$ cat config.mk
export PLATFORM = sky130hd
export DESIGN_NAME = char_motion_ctrl_flat
export DESIGN_NICKNAME = d
export VERILOG_FILES = /design/src/rtl/char_motion_ctrl_pkg.sv /design/src/rtl/char_motion_ctrl_if.sv /design/src/rtl/char_motion_ctrl_vsync_tick_gen.sv /design/src/rtl/char_motion_ctrl.sv /design/src/flat_wrapper.sv
export SDC_FILE = /design/constraint.sdc
export NUM_CORES = 1
export LEC_CHECK = 0
export ABC_AREA = 1
export BUFFER_PORTS_ARGS = -buffer_cell sky130_fd_sc_hd__buf_2
export CAP_MARGIN = 30
export CORE_MARGIN = 4
export CORE_UTILIZATION = 55
export CTS_BUF_LIST = sky130_fd_sc_hd__clkbuf_8
export DETAILED_ROUTE_END_ITERATION = 7
export MAX_ROUTING_LAYER = met4
export PLACE_DENSITY = 0.75
export SLEW_MARGIN = 20
export SYNTH_ARGS = -nofsm -noshare
export SYNTH_HDL_FRONTEND = slang
export SYNTH_SLANG_ARGS = --single-unit
$ cat constraint.sdc
create_clock -name clk -period 3.9 [get_ports clk]
set_input_delay 0.195 -clock clk [delete_from_list [all_inputs] [get_ports clk]]
set_output_delay 0.195 -clock clk [all_outputs]
set_load 0.03 [all_outputs]
$ cat src/rtl/char_motion_ctrl_pkg.sv
// Shared game constants, scene codes and the vertical motion state encoding.
// Also holds the pixel clamp used by every position update.
package char_motion_ctrl_pkg;

    localparam int SCREEN_W = 640;
    localparam int SCREEN_H = 480;
    localparam int TILE     = 32;

    typedef enum logic [1:0] {
        SCN_START = 2'd0,
        SCN_PLAY  = 2'd1,
        SCN_LOSE  = 2'd2,
        SCN_WIN   = 2'd3
    } scene_e;

    typedef enum logic [1:0] {
        V_GROUND = 2'd0,
        V_RISE   = 2'd1,
        V_FALL   = 2'd2
    } vstate_e;

    // Positions are widened to 11-bit signed so a step past either edge clamps instead of wrapping.
    function automatic logic [9:0] clamp_px(input logic signed [10:0] v, input logic [9:0] hi);
        logic [9:0] r;
        if (v < 11'sd0)
            r = '0;
        else if (v > $signed({1'b0, hi}))
            r = hi;
        else
            r = v[9:0];
        return r;
    endfunction

endpackage

$ cat src/rtl/char_motion_ctrl_if.sv
// Per-player control bundle: frame timing, buttons and collision probes in, sprite pose out.
interface char_motion_ctrl_if;

    logic       vsync;
    logic       enable;
    logic       respawn;
    logic       btn_left;
    logic       btn_right;
    logic       btn_jump;
    logic       solid_below;
    logic       solid_above;
    logic       solid_left;
    logic       solid_right;
    logic [9:0] img_x;
    logic [9:0] img_y;
    logic [2:0] frame_idx;
    logic       is_moving;
    logic       face_left;
    logic       airborne;
    logic       game_tick;

    modport master (
        output vsync, enable, respawn, btn_left, btn_right, btn_jump,
               solid_below, solid_above, solid_left, solid_right,
        input  img_x, img_y, frame_idx, is_moving, face_left, airborne, game_tick
    );

    modport slave (
        input  vsync, enable, respawn, btn_left, btn_right, btn_jump,
               solid_below, solid_above, solid_left, solid_right,
        output img_x, img_y, frame_idx, is_moving, face_left, airborne, game_tick
    );

endinterface

$ cat src/rtl/char_motion_ctrl_vsync_tick_gen.sv
// Brings vsync into the clk domain and emits a registered one-clk pulse per rising edge,
// three clocks after the raw vsync rise.
module vsync_tick_gen (
    input  logic clk,
    input  logic rst,
    input  logic vsync,
    output logic game_tick
);

    // [1:0] are the synchroniser, [2] holds the previous synchronised level for edge detect
    logic [2:0] vs_pipe_q, vs_pipe_d;
    logic       tick_q, tick_d;

    always_comb begin
        vs_pipe_d = {vs_pipe_q[1:0], vsync};
        tick_d    = vs_pipe_q[1] & ~vs_pipe_q[2];
    end

    always_ff @(posedge clk or posedge rst) begin
        if (rst) begin
            vs_pipe_q <= '0;
            tick_q    <= 1'b0;
        end else begin
            vs_pipe_q <= vs_pipe_d;
            tick_q    <= tick_d;
        end
    end

    assign game_tick = tick_q;

endmodule

$ cat src/rtl/char_motion_ctrl.sv
// One character's per-frame motion: walking with wall/edge clamps, a ground/rise/fall jump FSM
// and a tick-divided idle/walk animation counter.
module char_motion_ctrl
    import char_motion_ctrl_pkg::*;
#(
    parameter int X_INIT      = 32,
    parameter int Y_INIT      = 320,
    parameter int WALK_SPEED  = 2,
    parameter int JUMP_V      = 10,
    parameter int GRAVITY     = 1,
    parameter int VMAX_FALL   = 8,
    parameter int X_MAX       = 608,
    parameter int Y_MAX       = 448,
    parameter int IDLE_FRAMES = 4,
    parameter int WALK_FRAMES = 6,
    parameter int ANIM_DIV    = 8
) (
    input  logic              clk,
    input  logic              rst,
    char_motion_ctrl_if.slave io
);

    localparam logic [9:0]        XI    = 10'(X_INIT);
    localparam logic [9:0]        YI    = 10'(Y_INIT);
    localparam logic [9:0]        XMAX  = 10'(X_MAX);
    localparam logic [9:0]        YMAX  = 10'(Y_MAX);
    localparam logic signed [10:0] WS   = 11'(WALK_SPEED);
    localparam logic [4:0]        JV    = 5'(JUMP_V);
    localparam logic [4:0]        GR    = 5'(GRAVITY);
    localparam logic [4:0]        VMF   = 5'(VMAX_FALL);
    localparam logic [2:0]        WLAST = 3'(WALK_FRAMES - 1);
    localparam logic [2:0]        ILAST = 3'(IDLE_FRAMES - 1);
    localparam int                DW    = (ANIM_DIV > 1) ? $clog2(ANIM_DIV) : 1;
    localparam logic [DW-1:0]     DLAST = DW'(ANIM_DIV - 1);

    logic          tick, upd;
    logic [9:0]    x_q, x_d, y_q, y_d;
    logic [4:0]    vy_q, vy_d;
    vstate_e       vst_q, vst_d, vst_nxt;
    logic          face_q, face_d, mov_q, mov_d;
    logic [2:0]    frame_q, frame_d;
    logic [DW-1:0] div_q, div_d;

    logic [9:0]    x_nxt, y_nxt, rise_y, fall_y;
    logic [4:0]    vy_nxt, rise_vy, fall_vsum, fall_vy;
    logic          face_nxt, mov_nxt;
    logic [2:0]    frame_last;

    vsync_tick_gen u_tick (
        .clk       (clk),
        .rst       (rst),
        .vsync     (io.vsync),
        .game_tick (tick)
    );

    assign upd = io.enable & tick;

    always_comb begin
        x_nxt    = x_q;
        face_nxt = face_q;
        if (io.btn_left ^ io.btn_right) begin
            if (io.btn_left) begin
                face_nxt = 1'b1;
                if (!io.solid_left)
                    x_nxt = clamp_px($signed({1'b0, x_q}) - WS, XMAX);
            end else begin
                face_nxt = 1'b0;
                if (!io.solid_right)
                    x_nxt = clamp_px($signed({1'b0, x_q}) + WS, XMAX);
            end
        end
        mov_nxt = (x_nxt != x_q);
    end

    always_comb begin
        rise_y    = clamp_px($signed({1'b0, y_q}) - $signed({6'b0, vy_q}), YMAX);
        rise_vy   = vy_q - GR;
        fall_y    = clamp_px($signed({1'b0, y_q}) + $signed({6'b0, vy_q}), YMAX);
        fall_vsum = vy_q + GR;
        fall_vy   = (fall_vsum > VMF) ? VMF : fall_vsum;
    end

    // Vertical FSM: state register
    always_ff @(posedge clk or posedge rst) begin
        if (rst) vst_q <= V_GROUND;
        else     vst_q <= vst_d;
    end

    // Vertical FSM: next state
    always_comb begin
        vst_nxt = vst_q;
        case (vst_q)
            V_GROUND: begin
                if (io.btn_jump && !io.solid_above) vst_nxt = V_RISE;
                else if (!io.solid_below)           vst_nxt = V_FALL;
            end
            V_RISE: begin
                if (rise_vy == 5'd0 || io.solid_above || rise_y == 10'd0) vst_nxt = V_FALL;
            end
            V_FALL: begin
                if (io.solid_below || y_q == YMAX) vst_nxt = V_GROUND;
            end
            default: vst_nxt = V_GROUND;
        endcase
        vst_d = vst_q;
        if (io.respawn) vst_d = V_GROUND;
        else if (upd)   vst_d = vst_nxt;
    end

    // Vertical FSM: position/velocity outputs
    always_comb begin
        y_nxt  = y_q;
        vy_nxt = vy_q;
        case (vst_q)
            V_GROUND: vy_nxt = (vst_nxt == V_RISE) ? JV : 5'd0;
            V_RISE: begin
                y_nxt  = rise_y;
                vy_nxt = (vst_nxt == V_FALL) ? 5'd0 : rise_vy;
            end
            V_FALL: begin
                if (vst_nxt == V_GROUND) begin
                    y_nxt  = {y_q[9:5], 5'b0};
                    vy_nxt = 5'd0;
                end else begin
                    y_nxt  = fall_y;
                    vy_nxt = fall_vy;
                end
            end
            default: vy_nxt = 5'd0;
        endcase
    end

    always_comb begin
        x_d        = x_q;
        y_d        = y_q;
        vy_d       = vy_q;
        face_d     = face_q;
        mov_d      = mov_q;
        frame_d    = frame_q;
        div_d      = div_q;
        frame_last = mov_nxt ? WLAST : ILAST;
        if (io.respawn) begin
            x_d     = XI;
            y_d     = YI;
            vy_d    = '0;
            face_d  = 1'b0;
            mov_d   = 1'b0;
            frame_d = '0;
            div_d   = '0;
        end else if (upd) begin
            x_d    = x_nxt;
            y_d    = y_nxt;
            vy_d   = vy_nxt;
            face_d = face_nxt;
            mov_d  = mov_nxt;
            // A switch between idle and walk restarts the new animation from its first frame
            if (mov_nxt != mov_q) begin
                frame_d = '0;
                div_d   = '0;
            end else if (div_q == DLAST) begin
                div_d   = '0;
                frame_d = (frame_q == frame_last) ? 3'd0 : frame_q + 3'd1;
            end else begin
                div_d = div_q + 1'b1;
            end
        end
    end

    always_ff @(posedge clk or posedge rst) begin
        if (rst) begin
            x_q     <= XI;
            y_q     <= YI;
            vy_q    <= '0;
            face_q  <= 1'b0;
            mov_q   <= 1'b0;
            frame_q <= '0;
            div_q   <= '0;
        end else begin
            x_q     <= x_d;
            y_q     <= y_d;
            vy_q    <= vy_d;
            face_q  <= face_d;
            mov_q   <= mov_d;
            frame_q <= frame_d;
            div_q   <= div_d;
        end
    end

    assign io.img_x     = x_q;
    assign io.img_y     = y_q;
    assign io.frame_idx = frame_q;
    assign io.is_moving = mov_q;
    assign io.face_left = face_q;
    assign io.airborne  = (vst_q != V_GROUND);
    assign io.game_tick = tick;

endmodule
$ cat src/flat_wrapper.sv
// flat-port wrapper written by rule: the top's interface ports become plain ports
module char_motion_ctrl_flat import char_motion_ctrl_pkg::*;
#(
    parameter int X_INIT      = 32,
    parameter int Y_INIT      = 320,
    parameter int WALK_SPEED  = 2,
    parameter int JUMP_V      = 10,
    parameter int GRAVITY     = 1,
    parameter int VMAX_FALL   = 8,
    parameter int X_MAX       = 608,
    parameter int Y_MAX       = 448,
    parameter int IDLE_FRAMES = 4,
    parameter int WALK_FRAMES = 6,
    parameter int ANIM_DIV    = 8
)
  (clk, rst, io_vsync, io_enable, io_respawn, io_btn_left, io_btn_right, io_btn_jump, io_solid_below, io_solid_above, io_solid_left, io_solid_right, io_img_x, io_img_y, io_frame_idx, io_is_moving, io_face_left, io_airborne, io_game_tick);
  char_motion_ctrl_if io_i ();
  input  logic clk;
  input  logic rst;
  input wire logic [$bits(io_i.vsync)-1:0] io_vsync;
  input wire logic [$bits(io_i.enable)-1:0] io_enable;
  input wire logic [$bits(io_i.respawn)-1:0] io_respawn;
  input wire logic [$bits(io_i.btn_left)-1:0] io_btn_left;
  input wire logic [$bits(io_i.btn_right)-1:0] io_btn_right;
  input wire logic [$bits(io_i.btn_jump)-1:0] io_btn_jump;
  input wire logic [$bits(io_i.solid_below)-1:0] io_solid_below;
  input wire logic [$bits(io_i.solid_above)-1:0] io_solid_above;
  input wire logic [$bits(io_i.solid_left)-1:0] io_solid_left;
  input wire logic [$bits(io_i.solid_right)-1:0] io_solid_right;
  output wire logic [$bits(io_i.img_x)-1:0] io_img_x;
  output wire logic [$bits(io_i.img_y)-1:0] io_img_y;
  output wire logic [$bits(io_i.frame_idx)-1:0] io_frame_idx;
  output wire logic [$bits(io_i.is_moving)-1:0] io_is_moving;
  output wire logic [$bits(io_i.face_left)-1:0] io_face_left;
  output wire logic [$bits(io_i.airborne)-1:0] io_airborne;
  output wire logic [$bits(io_i.game_tick)-1:0] io_game_tick;
  assign io_i.vsync = io_vsync;
  assign io_i.enable = io_enable;
  assign io_i.respawn = io_respawn;
  assign io_i.btn_left = io_btn_left;
  assign io_i.btn_right = io_btn_right;
  assign io_i.btn_jump = io_btn_jump;
  assign io_i.solid_below = io_solid_below;
  assign io_i.solid_above = io_solid_above;
  assign io_i.solid_left = io_solid_left;
  assign io_i.solid_right = io_solid_right;
  assign io_img_x = io_i.img_x;
  assign io_img_y = io_i.img_y;
  assign io_frame_idx = io_i.frame_idx;
  assign io_is_moving = io_i.is_moving;
  assign io_face_left = io_i.face_left;
  assign io_airborne = io_i.airborne;
  assign io_game_tick = io_i.game_tick;
  char_motion_ctrl #(.X_INIT(X_INIT), .Y_INIT(Y_INIT), .WALK_SPEED(WALK_SPEED), .JUMP_V(JUMP_V), .GRAVITY(GRAVITY), .VMAX_FALL(VMAX_FALL), .X_MAX(X_MAX), .Y_MAX(Y_MAX), .IDLE_FRAMES(IDLE_FRAMES), .WALK_FRAMES(WALK_FRAMES), .ANIM_DIV(ANIM_DIV)) u_core (.clk(clk), .rst(rst), .io(io_i));
endmodule
==> reports/qor_table.md <==
| Group | Metric | Value |
|:---|:---|:---|
| global route | GR Util All Layers | 0.289 |
| die | Starting utilization of the core area | 0.580 |
| timing | Setup-failing EPs final | 0 |
| timing | Worst rel slew slack | 0.528 |
| synth | Net count of the mapped netlist | 674 |
| clock network | CTS H-tree lvls | 2 |
| place | Cell Area, Placed | 4270 µm² |
| synth | Post-synthesis area per instance | 6.29 µm² |
| synth | Synthesized flop and latch total | 39 |
| synth | Cell Area, Synth | 4030 µm² |
| clock network | Post-cts sizing count | 0 |
| clock network | Clk root buf | clkbuf_8 |
| place | Post-detail-place hpwl | 9320 µm |
| worst setup path | Type of the worst setup path | flop to flop |
| global route | Global-route wire length before repair | 19800 µm |
| route | DRT iter0 DRCs | 486 |
| clock network | Clock transition at path regs | 0.08 ns |
| synth | Cell accounting for the most synthesized area | dfrtp_1 |
| place | Final GP Congestion | 1.01 |
| pwr | Leak pwr | 2.38 nW |
| pwr | Part of the power in registers | 0.418 |
| timing | Period minus WS final | 3.22 ns |
| timing | Final Hold Viols | 0 |
| synth | Simple-gate portion of the synthesized area | 0.403 |
| synth | Synth warnings | 0 |
| layout | Filler instances | 665 |
| route | Total iterations of the first detailed-routing run | 6 |
| layout | Layout cells sized above 1 | 0.144 |
| synth | Multiplexer fraction of the synthesized cell area | 0 |
| global route | Met1 GRT Util | 0.444 |
| clock network | CTS hold repair buffers | 1 |
| layout | Number of inserted diodes | 0 |
| pwr | Gate power share | 0.316 |
| run status | Outcome | finished, final reports clean |
| die | Number of placement rows | 30 |
| timing | Max-slew violation count | 0 |
| route | DR vias/cell | 5.74 |
| die | Area of the core | 6940 µm² |
| clock network | Post CTS Setup Buffer Count | 0 |
| worst setup path | Register-to-Register Setup Slack | 0.68 ns |
| layout | Total non-filler cell area in the finished layout | 4370 µm² |
| synth | Count of distinct cell types in the synthesized netlist | 43 |
| synth | Synthesized-area fraction occupied by adder cells | 0.0689 |
| pwr | Proportion of power drawn by the clock network | 0.266 |
| synth | Asr flop ratio synth | 1.00 |
| pwr | Worst-case vdd ir drop | 0.233 mV |
| worst setup path | CP Max Fanout | 8 |
| worst setup path | Critical R2R Capture | u_core.io.img_y[1] |
| worst setup path | FF-to-FF path depth | 17 |
| die | Top-level port count | 39 |
| synth | Number of enable-type register cells in the synthesized netlist | 0 |
| synth | Count leader, synth | nand2_1 |
| synth | Area fraction in compound gates after synthesis | 0.141 |
| clock network | Largest buffer count on any clock path | 2 |
| synth | Dominant combinational cell family by area after synthesis | simple AND/OR/NAND/NOR gates |
| worst setup path | Critical path data required time | 4.10 ns |
| pwr | Power density of the placed cells | 250 nW/µm² |
| worst setup path | Critical path data arrival time | 3.42 ns |
| route | Post-detailed-route DRC marker count | 0 |
| route | Final wirelength | 11900 µm |
| worst setup path | Startpoint type of the worst setup path | flop |
| global route | Antenna violations before repair | 0 |
| clock network | Number of buffers added by the clock tree synthesis step | 5 |
| clock network | Clock tree from TritonCTS | yes |
| synth | Fraction of synthesized cell area in xor and xnor cells | 0.0370 |
| pwr | Internal portion of total power | 678 µW |
| die | Die X | 93.6 µm |
| synth | Gate count after technology mapping | 641 |
| place | Pre-CTS WS | 0.782 ns |
| route | Number of vias in the routed layout | 4415 |
| global route | Total global routing overflow | 0 |
| timing | Transition time at the pin with the least slew margin | 0.705 ns |
| worst setup path | Crit. End Element | flop |
| global route | Met3 layer usage reported by global route | 0.0475 |
| clock network | Clock latency of the later-clocked register in the worst-skew pair | 0.29 ns |
| synth | Seq/Total Area, Yosys | 0.243 |
| global route | Met2 usage | 0.412 |
| pwr | Switching share of power | 0.381 |
| pwr | Switch Pwr | 417 µW |
| synth | Synth top cells by count | nand2_1, inv_1, nand3_1, nor2_1, o21ai_0 |
| route | Average wire length per cell after detail routing | 15.5 µm |
| global route | Layer carrying the most global-route usage | met1 |
| die | Die height | 93.6 µm |
| timing | FMAX | 0.311 GHz |
| place | Buffers on Ports | 38 |
| timing | Setup TNS | 0 ns |
| timing | Worst setup margin | 0.682 ns |
| layout | Final net count | 705 |
| synth | Most frequently used flop master after synthesis | dfrtp_1 |
| synth | Most area-consuming cells after synthesis | dfrtp_1, nand2_1, inv_1 |
| run | Max-cap viol count | 0 |
| global route | Pin count of the biggest net entering global routing | 40 |
| global route | Vias in the first global route | 3985 |
| layout | Layout-stage area growth over the synthesis result | 8.57% |
| timing | Setup repair after global routing missed its margin | no |
| route | Detail Route Antenna Nets | 0 |
| synth | Area share of the leading cell type in the synthesized netlist | 0.224 |
| die | Area of the die | 8760 µm² |
| timing | Period utilisation layout | 0.825 |
| worst hold path | Worst Hold Class | primary input to async pin |
| timing | Maximum clock skew at final layout | 0.00707 ns |
| worst setup path | Reg-to-reg critical path startpoint | u_core.vy_q[2] |
| clock network | Clock Sink Count | 39 |
[state kept, by name (all words and copies together), names as in the netlist, 2 cells and up]
signal,cells
u_core.u_tick.vs_pipe_q,3
u_core.io.img_y,10
u_core.vy_q,5
u_core.io.img_x,10
u_core.vst_q,2
u_core.div_q,3
u_core.io.frame_idx,3
[metal layers]
metal  wire [µm]  part of all wire  vias up
li1            -                 -     2143
met1        5630              0.47     2070
met2        5150              0.43      196
met3        1100             0.092        6
met4          49            0.0041        0
met5           0                 0        -
[cell usage in the layout, fill, tap and decap left out, drive strengths merged]
cell / count
clkbuf: 6
o21bai: 1
dfrtp: 36
clkinvlp: 1
o31ai: 3
ha: 19
clkinv: 2
a22oi: 1
or2: 3
a221oi: 1
and3: 1
nor4: 1
nand4: 15
and2: 1
nand3b: 2
o21ai: 45
nor3: 12
o32ai: 4
buf: 42
fa: 2
a21boi: 1
inv: 86
o22ai: 9
dlygate4sd3: 1
a22o: 1
a211oi: 1
xor2: 15
dfstp: 3
nand2: 193
nand3: 65
o211ai: 1
xnor2: 2
nor2: 64
a21oi: 33
[stage by stage]
stage | power (mW) | utilization | std cells | hold slack (ns)
6_report | 1.09 | 0.630 | 769 | 0.00816
5_1_grt | 1.16 | 0.630 | 769 | 0.0708
4_1_cts | 1.10 | 0.630 | 769 | 0.0263
3_5_place_dp | 0.801 | 0.614 | 760 | 0.307
3_3_place_gp | 0.800 | 0.614 | 760 | 0.309
2_1_floorplan | 0.717 | - | 641 | 0.226
[worst max path at each step]
| stage | start | to | slack, ns | cells past startpoint |
|---|---|---|---|---|
| finish | u_core.vy_q[2] | u_core.io.img_y[1] | 0.68 | 17 |
| global route | u_core.io.img_y[0] | u_core.io.img_y[0] | 0.29 | 25 |
| CTS | u_core.io.img_y[0] | u_core.io.img_y[0] | 0.76 | 25 |
| detailed placement | u_core.io.img_y[0] | u_core.io.img_y[0] | 0.78 | 25 |
| global placement | u_core.io.img_x[2] | u_core.io.frame_idx[2] | 0.83 | 20 |
| floorplan | u_core.io.img_y[0] | u_core.io.img_y[0] | 0.97 | 25 |
[layout make-up]
type,count,area [µm²],share of cell area
sequential,39,980,0.224
inverter,87,327,0.0747
clock inverter,2,16.3,0.00372
timing repair buffer,43,230,0.0526
multi-input combinational,496,2620,0.599
tap,96,120,0.0275
clock buffer,6,82.6,0.0189
[worst max-delay path, cell delays in order (launching register included)]
cell	delay [ns]
dfrtp_1	0.47
inv_1	0.13
ha_1	0.42
nor2_1	0.14
nand2_1	0.05
nand2_1	0.09
a21oi_1	0.09
o21ai_0	0.38
nand2_1	0.13
nor3_1	0.22
nor2_1	0.07
a21oi_1	0.12
nand2_1	0.11
inv_1	0.11
nand2_1	0.13
o32ai_1	0.27
nand2_1	0.10
o21ai_0	0.10
[power groups by stage]
| stage | combinational, mW | clock (mW) | sequential, mW |
|---|---|---|---|
| after floorplan | 0.242 | 0 | 0.476 |
| after global placement | 0.336 | 0 | 0.464 |
| after detailed placement | 0.338 | 0 | 0.464 |
| after CTS | 0.341 | 0.299 | 0.456 |
| after global routing | 0.386 | 0.315 | 0.460 |
| final | 0.346 | 0.291 | 0.458 |
[cells by family (layout without fill, tap and decap cells)]
logic type / after synthesis / count (layout)
simple gates: 357 / 357
buf+inv: 106 / 138
flops: 39 / 39
fa+ha+maj: 21 / 21
xor+xnor: 17 / 17
compound gates: 101 / 101
Note: power is estimated with default switching activity, not from simulation.
